`src/rtl/launchpad_key_scan.sv`:
```
// launchpad_key_scan: per-pad synchroniser and debouncer with a press/release event queue.
// Optional feature macro: KEY_SCAN_RELEASE_EV_EN (queue release events as well as presses).
module launchpad_key_scan #(
    parameter int unsigned NPADS      = 8,
    parameter int unsigned DEB_CYCLES = 4,
    parameter int unsigned FIFO_DEPTH = 4
) (
    input  logic             clk,
    input  logic             rst,
    input  logic [NPADS-1:0] pad_raw,
    output logic [NPADS-1:0] key_level,
    output logic [NPADS-1:0] key_press,
    output logic             ev_valid,
    output logic [2:0]       ev_code,
    output logic             ev_rel,
    input  logic             ev_ready,
    output logic             ev_ovf
);

    localparam int unsigned   CntW     = $clog2(DEB_CYCLES);
    localparam int unsigned   PtrW     = $clog2(FIFO_DEPTH);
    localparam logic [CntW-1:0] CntMax = CntW'(DEB_CYCLES - 1);
    localparam logic [PtrW:0] FifoFull = (PtrW + 1)'(FIFO_DEPTH);
`ifdef KEY_SCAN_RELEASE_EV_EN
    localparam int unsigned   EntryW   = 4;  // {rel, code}
`else
    localparam int unsigned   EntryW   = 3;  // code only
`endif

    logic [NPADS-1:0]  r_sync1, r_sync2, r_stable, r_press, r_pend_p;
    logic [CntW-1:0]   r_cnt [NPADS];
    logic [NPADS-1:0]  w_accept, w_rise, w_grant_p, w_pend_p_d;
    logic              w_lost;
    logic              w_push, w_pop;
    logic [EntryW-1:0] w_push_data, w_head;
    logic [EntryW-1:0] r_mem [FIFO_DEPTH];
    logic [PtrW-1:0]   r_wptr, r_rptr;
    logic [PtrW:0]     r_count;
    logic              r_ovf;
`ifdef KEY_SCAN_RELEASE_EV_EN
    // r_order[i] = 1 means the pending release of pad i is older than its pending press.
    logic [NPADS-1:0]  r_pend_r, r_order;
    logic [NPADS-1:0]  w_fall, w_grant_r, w_pend_r_d, w_order_d;
`endif

    // Two-flop synchroniser for the asynchronous pad contacts.
    always_ff @(posedge clk or negedge rst) begin
        if (!rst) begin
            r_sync1 <= '0;
            r_sync2 <= '0;
        end else begin
            r_sync1 <= pad_raw;
            r_sync2 <= r_sync1;
        end
    end

    // A level is accepted once it has differed from the stable value for DEB_CYCLES cycles.
    always_comb begin
        w_accept = '0;
        for (int i = 0; i < NPADS; i++) begin
            w_accept[i] = (r_sync2[i] != r_stable[i]) && (r_cnt[i] == CntMax);
        end
    end

    assign w_rise = w_accept & r_sync2;
`ifdef KEY_SCAN_RELEASE_EV_EN
    assign w_fall = w_accept & ~r_sync2;
`endif

    // Debounce counters, stable levels and the press pulse.
    always_ff @(posedge clk or negedge rst) begin
        if (!rst) begin
            r_stable <= '0;
            r_press  <= '0;
            for (int i = 0; i < NPADS; i++) begin
                r_cnt[i] <= '0;
            end
        end else begin
            r_press  <= w_rise;
            r_stable <= r_stable ^ w_accept;
            for (int i = 0; i < NPADS; i++) begin
                if ((r_sync2[i] == r_stable[i]) || w_accept[i]) begin
                    r_cnt[i] <= '0;
                end else begin
                    r_cnt[i] <= r_cnt[i] + CntW'(1);
                end
            end
        end
    end

    // Arbiter: lowest pending pad wins; within a pad the older event type goes first.
    always_comb begin
        w_push      = 1'b0;
        w_push_data = '0;
        w_grant_p   = '0;
`ifdef KEY_SCAN_RELEASE_EV_EN
        w_grant_r   = '0;
`endif
        if (r_count < FifoFull) begin
            for (int i = 0; i < NPADS; i++) begin
                if (!w_push) begin
`ifdef KEY_SCAN_RELEASE_EV_EN
                    if (r_pend_p[i] || r_pend_r[i]) begin
                        w_push = 1'b1;
                        if (r_pend_r[i] && (!r_pend_p[i] || r_order[i])) begin
                            w_grant_r[i] = 1'b1;
                            w_push_data  = {1'b1, 3'(i)};
                        end else begin
                            w_grant_p[i] = 1'b1;
                            w_push_data  = {1'b0, 3'(i)};
                        end
                    end
`else
                    if (r_pend_p[i]) begin
                        w_push       = 1'b1;
                        w_grant_p[i] = 1'b1;
                        w_push_data  = 3'(i);
                    end
`endif
                end
            end
        end
    end

    // Pending-bit next state; a change that finds its bit already set is lost.
    always_comb begin
        w_pend_p_d = (r_pend_p & ~w_grant_p) | (w_rise & ~r_pend_p);
        w_lost     = |(w_rise & r_pend_p);
`ifdef KEY_SCAN_RELEASE_EV_EN
        w_pend_r_d = (r_pend_r & ~w_grant_r) | (w_fall & ~r_pend_r);
        w_lost     = w_lost | (|(w_fall & r_pend_r));
        w_order_d  = r_order;
        for (int i = 0; i < NPADS; i++) begin
            if (w_rise[i] && !r_pend_p[i]) begin
                w_order_d[i] = w_pend_r_d[i];    // a release still waiting is older
            end else if (w_fall[i] && !r_pend_r[i]) begin
                w_order_d[i] = !w_pend_p_d[i];   // a press still waiting is older
            end
        end
`endif
    end

    // Pending bits, order bits and the sticky overflow flag.
    always_ff @(posedge clk or negedge rst) begin
        if (!rst) begin
            r_pend_p <= '0;
            r_ovf    <= 1'b0;
`ifdef KEY_SCAN_RELEASE_EV_EN
            r_pend_r <= '0;
            r_order  <= '0;
`endif
        end else begin
            r_pend_p <= w_pend_p_d;
            r_ovf    <= r_ovf | w_lost;
`ifdef KEY_SCAN_RELEASE_EV_EN
            r_pend_r <= w_pend_r_d;
            r_order  <= w_order_d;
`endif
        end
    end

    assign w_pop = ev_valid & ev_ready;

    // Event storage; contents are only visible while the queue is non-empty.
    always_ff @(posedge clk) begin
        if (w_push) begin
            r_mem[r_wptr] <= w_push_data;
        end
    end

    // Queue pointers and occupancy; pointers wrap naturally at the power-of-two depth.
    always_ff @(posedge clk or negedge rst) begin
        if (!rst) begin
            r_wptr  <= '0;
            r_rptr  <= '0;
            r_count <= '0;
        end else begin
            if (w_push) begin
                r_wptr <= r_wptr + PtrW'(1);
            end
            if (w_pop) begin
                r_rptr <= r_rptr + PtrW'(1);
            end
            case ({w_push, w_pop})
                2'b10:   r_count <= r_count + (PtrW + 1)'(1);
                2'b01:   r_count <= r_count - (PtrW + 1)'(1);
                default: r_count <= r_count;
            endcase
        end
    end

    assign key_level = r_stable;
    assign key_press = r_press;
    assign ev_valid  = (r_count != '0);
    assign w_head    = ev_valid ? r_mem[r_rptr] : '0;
    assign ev_code   = w_head[2:0];
`ifdef KEY_SCAN_RELEASE_EV_EN
    assign ev_rel    = w_head[3];
`else
    assign ev_rel    = 1'b0;
`endif
    assign ev_ovf    = r_ovf;

endmodule

```
`config.mk`:
```
export PLATFORM = sky130hd
export DESIGN_NAME = launchpad_key_scan
export DESIGN_NICKNAME = d
export VERILOG_FILES = /design/src/rtl/launchpad_key_scan.sv
export SDC_FILE = /design/constraint.sdc
export NUM_CORES = 1
export LEC_CHECK = 0
export ABC_CLOCK_PERIOD_IN_PS = 2500
export CELL_PAD_IN_SITES_DETAIL_PLACEMENT = 0
export CELL_PAD_IN_SITES_GLOBAL_PLACEMENT = 1
export CORE_MARGIN = 2
export CORE_UTILIZATION = 46
export CTS_BUF_LIST = sky130_fd_sc_hd__clkbuf_4 sky130_fd_sc_hd__clkbuf_8 sky130_fd_sc_hd__clkbuf_16
export DETAILED_ROUTE_END_ITERATION = 7
export PLACE_DENSITY_LB_ADDON = 0.08
export SETUP_SLACK_MARGIN = 0.3
export SYNTH_ARGS = -nofsm -noshare
export SYNTH_HDL_FRONTEND = slang
export SYNTH_SLANG_ARGS = --single-unit
```
`constraint.sdc`:
```
create_clock -name clk -period 2.5 [get_ports clk]
set_clock_uncertainty 0.2 [all_clocks]
set_input_delay 0.375 -clock clk [delete_from_list [all_inputs] [get_ports clk]]
set_output_delay 0.375 -clock clk [all_outputs]
set_load 0.01 [all_outputs]
```
**Word level (Yosys, flattened, before mapping)**

Memories as Yosys holds them, arrays and structs flattened.
Cells that the tools add are included.
W data, S select, Z words.

- Bitwise logic cells: 10
- Multiplexer cells: 59
- $add $sub $neg: 12
- Reduce and logical (&&, ||, !) cells: 19
- Eq/ne operators: 26
- Magnitude comparators: 1

Operators with widths:

| kind | number |
|---|---|
| $mux W3 | 15 |
| $mux W1 | 34 |
| $and A8 B8 Y8 | 4 |
| $add A2 B1 Y2 const B | 10 |
| $eq A2 B2 Y1 const B | 9 |
| $mux W2 | 8 |
| $not A8 Y8 | 2 |
| $eq A1 B1 Y1 | 8 |
| $logic_and A1 B1 Y1 | 8 |
| $logic_or A1 B1 Y1 | 8 |
| $mux W8 | 1 |
| $ne A1 B1 Y1 | 8 |
| $or A8 B8 Y8 | 1 |
| $reduce_or A8 Y1 | 1 |
| $xor A8 B8 Y8 | 1 |
| $pmux W3 S2 | 1 |
| $add A3 B1 Y3 const B | 1 |
| $lt A3 B3 Y1 const B | 1 |
| $reduce_bool A3 Y1 | 1 |
| $sub A3 B1 Y3 const B | 1 |
| $eq A2 B1 Y1 const B | 1 |
| $reduce_bool A2 Y1 | 1 |
| $and A1 B1 Y1 | 1 |
| $or A1 B1 Y1 | 1 |

- Memories: 1
- Output and inout bits: 22
- Memory bits (writable): 12
- Bits in registers: 64
- Logic and storage cells: 145

Memory list:

| name | depth | width | rd ports | clocked after memory_dff | wr ports | RTL line | text |
|---|---|---|---|---|---|---|---|
| r_mem | 4 | 3 | 1 | 0 | 1 | 36 | `logic [EntryW-1:0] r_mem [FIFO_DEPTH];` |

**Logic depth before layout (Yosys ltp)**

Gate-level depths: netlist of the first run.

- Depth after elaboration: 19
- Mapped depth: 9
- Mapped depth without buffers: 9

**Least setup slack after synthesis of the first run**

OpenSTA, ideal clock, no wires.

- Kind: register -> register
- Start: register r_pend_p[1]
- End: register r_count[2]
- Setup slack: 266 ps
- Arrival: 1955 ps
- Data required time: 2221 ps
- Setup time: 79 ps
- Cell stages (with the launch flop): 10
- Cell sequence: dfrtp_1 nor4_4 a21oi_2 inv_1 ha_1 inv_1 fa_1 xor2_1 nor2_1 xor2_1

- Cells in the longest elaborated chain, start to end: 17
- Elaborated cells between the ends (all ways): 19
- Those cells by class: eq/ne: 2; mux: 16; reduce/logical: 1

Ends and longest elaborated chain:

| item | RTL line | text |
|---|---|---|
| start, declared | 30 | `logic [NPADS-1:0] r_sync1, r_sync2, r_stable, r_press, r_pend_p;` |
| start signal, assigned | 153 | `r_pend_p <= w_pend_p_d;` |
| $mux W1 (*) | 114 | `if (r_pend_p[i]) begin` |
| $mux W1 (*) | 101 | `if (!w_push) begin` |
| $mux W1 (*) | 99 | `if (r_count < FifoFull) begin` |
| $mux W1 (*) | 101 |  |
| $mux W1 (*) | 99 |  |
| $mux W1 (*) | 101 |  |
| $mux W1 (*) | 99 |  |
| $mux W1 (*) | 101 |  |
| $mux W1 (*) | 99 |  |
| $mux W1 (*) | 101 |  |
| $mux W1 (*) | 99 |  |
| $mux W1 (*) | 101 |  |
| $mux W1 (*) | 99 |  |
| $mux W1 (*) | 101 |  |
| $mux W1 (*) | 99 |  |
| $eq A2 B1 Y1 / $eq A2 B2 Y1 (equally long branches) | 184 | `case ({w_push, w_pop})` |
| $pmux W3 S2 / $reduce_bool A2 Y1 (equally long branches) | n/a |  |
| end signal, assigned | 185 | `2'b10: r_count <= r_count + (PtrW + 1)'(1);` |
| end signal, assigned | 186 | `2'b01: r_count <= r_count - (PtrW + 1)'(1);` |
| end signal, assigned | 187 | `default: r_count <= r_count;` |
| end, declared | 38 | `logic [PtrW:0] r_count;` |

Every way passes the cells marked *; elsewhere a longest branch is shown, timed or not. The select of a mux whose other input is x is not followed.
A chain may end at the register's enable or synchronous reset.

**Final worst setup path of the first run**

- Start: register r_rptr[0]
- End: output ev_code[2]

- Cells in the longest elaborated chain, start to end: 2

Ends and longest elaborated chain:

| item | RTL line | text |
|---|---|---|
| start, declared | 37 | `logic [PtrW-1:0] r_wptr, r_rptr;` |
| start signal, assigned | 182 | `r_rptr <= r_rptr + PtrW'(1);` |
| $mem_v2 Z4 W3 | n/a |  |
| $mux W3 | 195 | `assign w_head = ev_valid ? r_mem[r_rptr] : '0;` |
| end, declared | 14 | `output logic [2:0] ev_code,` |

Every way passes these cells.

==> run_results.csv, run 1 <==
group,metric,value,unit
cells_and_area,final_nets,285,
worst_setup_path,reg2reg_from,"r_pend_p[0]$_DFF_PN0_",
pwr,net-switching-power,1.48,mW
min_path,min_to,"r_sync2[0]$_DFF_PN0_",
sta,fmax,0.459,GHz
placement,place_ws,0.177,ns
synthesis,syn-num-nets,230,
synthesis,synth_edf_count,12,
synthesis,synthFlopType,"dfrtp_1",
routing,wl_per_cell,14.2,µm
cts,clkSinkCount,76,
floorplanning,die_w,84.7,µm
pwr,p_comb_share,38.4,%
synthesis,yosysSeqAreaShare,65.5,%
pwr,power.internal,3.16,mW
pwr,power_density,1240,mW/mm²
synthesis,netlist_instances,205,
sta,worstMarginPinSlew,0.680,ns
synthesis,synthDistinctLibCells,37,
global_route,grt_pass1_wl,8670,µm
synthesis,synth_top_family_by_area,"simple AND/OR/NAND/NOR gates",
synthesis,syn_avg_cell_area,14.6,µm²
cells_and_area,fin_area,0.00373,mm²
synthesis,synth_fa_ha_area_share,6.10,%
pwr,vdd_drop_max,0.787,mV
cells_and_area,drive_above_1_share,23.4,%
placement,place_hpwl,3550,µm
sta,rsz0062_at_grt,"yes",
cts,cts_inserted_buffers,9,
synthesis,synth.area.mux_share,5.73,%
synthesis,async_reset_ff_share,84.2,%
routing,drc,0,
pwr,seqPwrFrac,43.3,%
worst_setup_path,reg2regPathDepth,9,
global_route,grt_pass1_vias,1853,
global_route,grt_antenna_before_repair,0,
worst_setup_path,arrival,1.60,ns
floorplanning,die_h,84.7,µm
routing,ant_nets,0,
pwr,switching_share,31.9,%
placement,io_buffer_count,31,
floorplanning,initial_utilization,47.4,%
sta,slew_viol_final,0,
cts,cts_tree,"yes",
cts,insertion_delay,0.34,ns
routing,first_iter_violations,80,
worst_setup_path,worstPathMaxFanout,4,
routing,routed_wirelength,4870,µm
worst_setup_path,r2r_setup_slack,0.34,ns
cells_and_area,n_antenna_cell,0,
sta,layout_min_cycle_time,2.18,ns
pwr,power.leakage,1.67,nW
synthesis,synthXorXnorAreaFrac,4.10,%
global_route,overflow,0,
sta,hold_violations,0,
floorplanning,core,0.00631,mm²
sta,period_share,87.1,%
sta,slew_headroom,54.7,%
min_path,hold_depth,0,
run,drv_cap,0,
synthesis,synthSimpleGateAreaFrac,13.2,%
min_path,min_from,"r_sync1[0]$_DFF_PN0_",
routing,first_pass_iters,4,
cells_and_area,area_growth,24.6,%
floorplanning,die_area,0.00717,mm²
cts,cts.path.max_buffers,2,
min_path,worstHoldPathType,"reg -> reg",
worst_setup_path,required,1.92,ns
status,status,"finished, final reports clean",
cts,cts_max_level,3,
placement,place_congestion,0.749,
pwr,clockPowerShare,18.3,%
sta,tns,0,ns
synthesis,synth.ff_latch_count,76,
worst_setup_path,worstSetupPathType,"reg -> out",
sta,setup_viol_count_final,0,
global_route,track_usage,15.6,%
routing,vias,1743,
cells_and_area,final_common_cell,"dfrtp_1",
cts,root_buffer,"clkbuf_8",
worst_setup_path,end_kind,"output pin",
placement,place_area,0.00343,mm²
sta,worst_slack,0.322,ns
synthesis,synth_area,0.00299,mm²
worst_setup_path,r2r_end,"r_count[2]$_DFFE_PN0P_",
global_route,grt_max_degree,30,
synthesis,yosysWarnings,0,
floorplanning,ios,33,
synthesis,synth-compound-area-share,3.76,%
floorplanning,rows,29,
routing,viasPerCell,5.10,
cts,clkTransAtPathRegs,0.07,ns
worst_setup_path,start_kind,"register",
cells_and_area,final_cell_mix,"dfrtp_1 (61), clkdlybuf4s50_1 (26), nor2_1 (13)",
power by group through the flow:
stage / Clock [mW] / Sequential, mW / Combinational, mW
floorplan: 0 / 2.01 / 1.02
global placement: 0 / 2.00 / 1.52
detailed placement: 0 / 2.04 / 1.58
CTS: 0.883 / 2.01 / 1.70
global route: 0.944 / 2.06 / 1.99
finish: 0.849 / 2.00 / 1.78
worst max-delay path by stage:
| stage | from | endpoint | depth (start not counted) |
|---|---|---|---|
| 6_report | r_rptr[0]$_DFFE_PN0P_ | ev_code[2] | 4 |
| 5_1_grt | r_pend_p[2]$_DFF_PN0_ | r_count[2]$_DFFE_PN0P_ | 9 |
| 4_1_cts | r_rptr[0]$_DFFE_PN0P_ | ev_code[2] | 4 |
| 3_5_place_dp | r_pend_p[4]$_DFF_PN0_ | r_count[2]$_DFFE_PN0P_ | 9 |
| 3_3_place_gp | r_pend_p[4]$_DFF_PN0_ | r_count[2]$_DFFE_PN0P_ | 9 |
| 2_1_floorplan | r_pend_p[4]$_DFF_PN0_ | r_count[2]$_DFFE_PN0P_ | 9 |
cells by family (layout without fill, tap and decap cells):
logic type	after synthesis	count (layout)
XOR/XNOR	14	14
adder cells (fa/ha/maj)	14	14
buffers and inverters	10	70
AND/OR/NAND/NOR	60	60
other	1	1
multiplexers	12	12
AO/OA/AOI/OAI	18	18
flip-flops	76	76
Yosys cell counts (all sizes together), types with 2 or more instances:
| cell | count | area (µm²) |
|---|---|---|
| and2 | 8 | 55.1 |
| a21oi | 8 | 43.8 |
| nor2b | 2 | 12.5 |
| inv | 7 | 26.3 |
| edfxtp | 12 | 360 |
| and4b | 3 | 30.0 |
| o21ai | 3 | 15.0 |
| nand2 | 4 | 15.0 |
| nor4 | 2 | 42.5 |
| a31oi | 2 | 12.5 |
| mux2 | 8 | 93.8 |
| nor3b | 8 | 60.1 |
| dfrtp | 64 | 1600 |
| mux4 | 3 | 67.6 |
| buf | 2 | 12.5 |
| nor2 | 13 | 48.8 |
| xnor2 | 11 | 96.3 |
| xor2 | 3 | 26.3 |
| nor3 | 9 | 45.0 |
| ha | 13 | 163 |
| nand3 | 2 | 10.0 |
| and3b | 8 | 71.3 |
cell type report:
type / count / area (µm²)
timing repair buffer: 47 / 444
fill: 524 / 2580
clock buffer: 12 / 164
multi-input combinational: 119 / 1010
sequential: 76 / 1970
clock inverter: 4 / 22.5
inverter: 7 / 26.3
tap: 77 / 96.3
metrics by stage:
step	hold slack (ns)	total power, mW	cells	util [%]
floorplan	-0.121	3.03	205	-
global route	0.163	4.99	342	59.1
CTS	0.153	4.60	340	58.6
finish	0.151	4.63	342	59.1
detailed placement	0.136	3.62	315	54.4
global placement	0.132	3.52	315	54.4
repair_timing:
item                                    4_1_cts  5_1_grt
gates resized for setup                      20        4
endpoints found under the hold margin        27        0
endpoints found under the setup margin        6        3
pin swaps                                     4        6
buffers inserted                              8        2
hold buffers                                  1        0
layer usage:
metal / track usage (%) / wire length, µm
met5: 0 / 0
met4: 6.20 / 105
met1: 18.9 / 2120
met3: 5.41 / 195
met2: 25.8 / 2450
worst max-delay path, stage by stage (launching register included):
cell and delay (ns):
dfrtp_2 0.42, buf_6 0.11, mux4_2 0.48, and2_4 0.15, buf_6 0.11
Power figures use the tool's default switching activity.
==> run 2, diff against run 1 <==
Settings changed: CAP_MARGIN set to 20, HOLD_SLACK_MARGIN set to 0.02.
==> results of run 2 <==
Same layout as run 1: the final DEF is identical, and so are final timing and power.
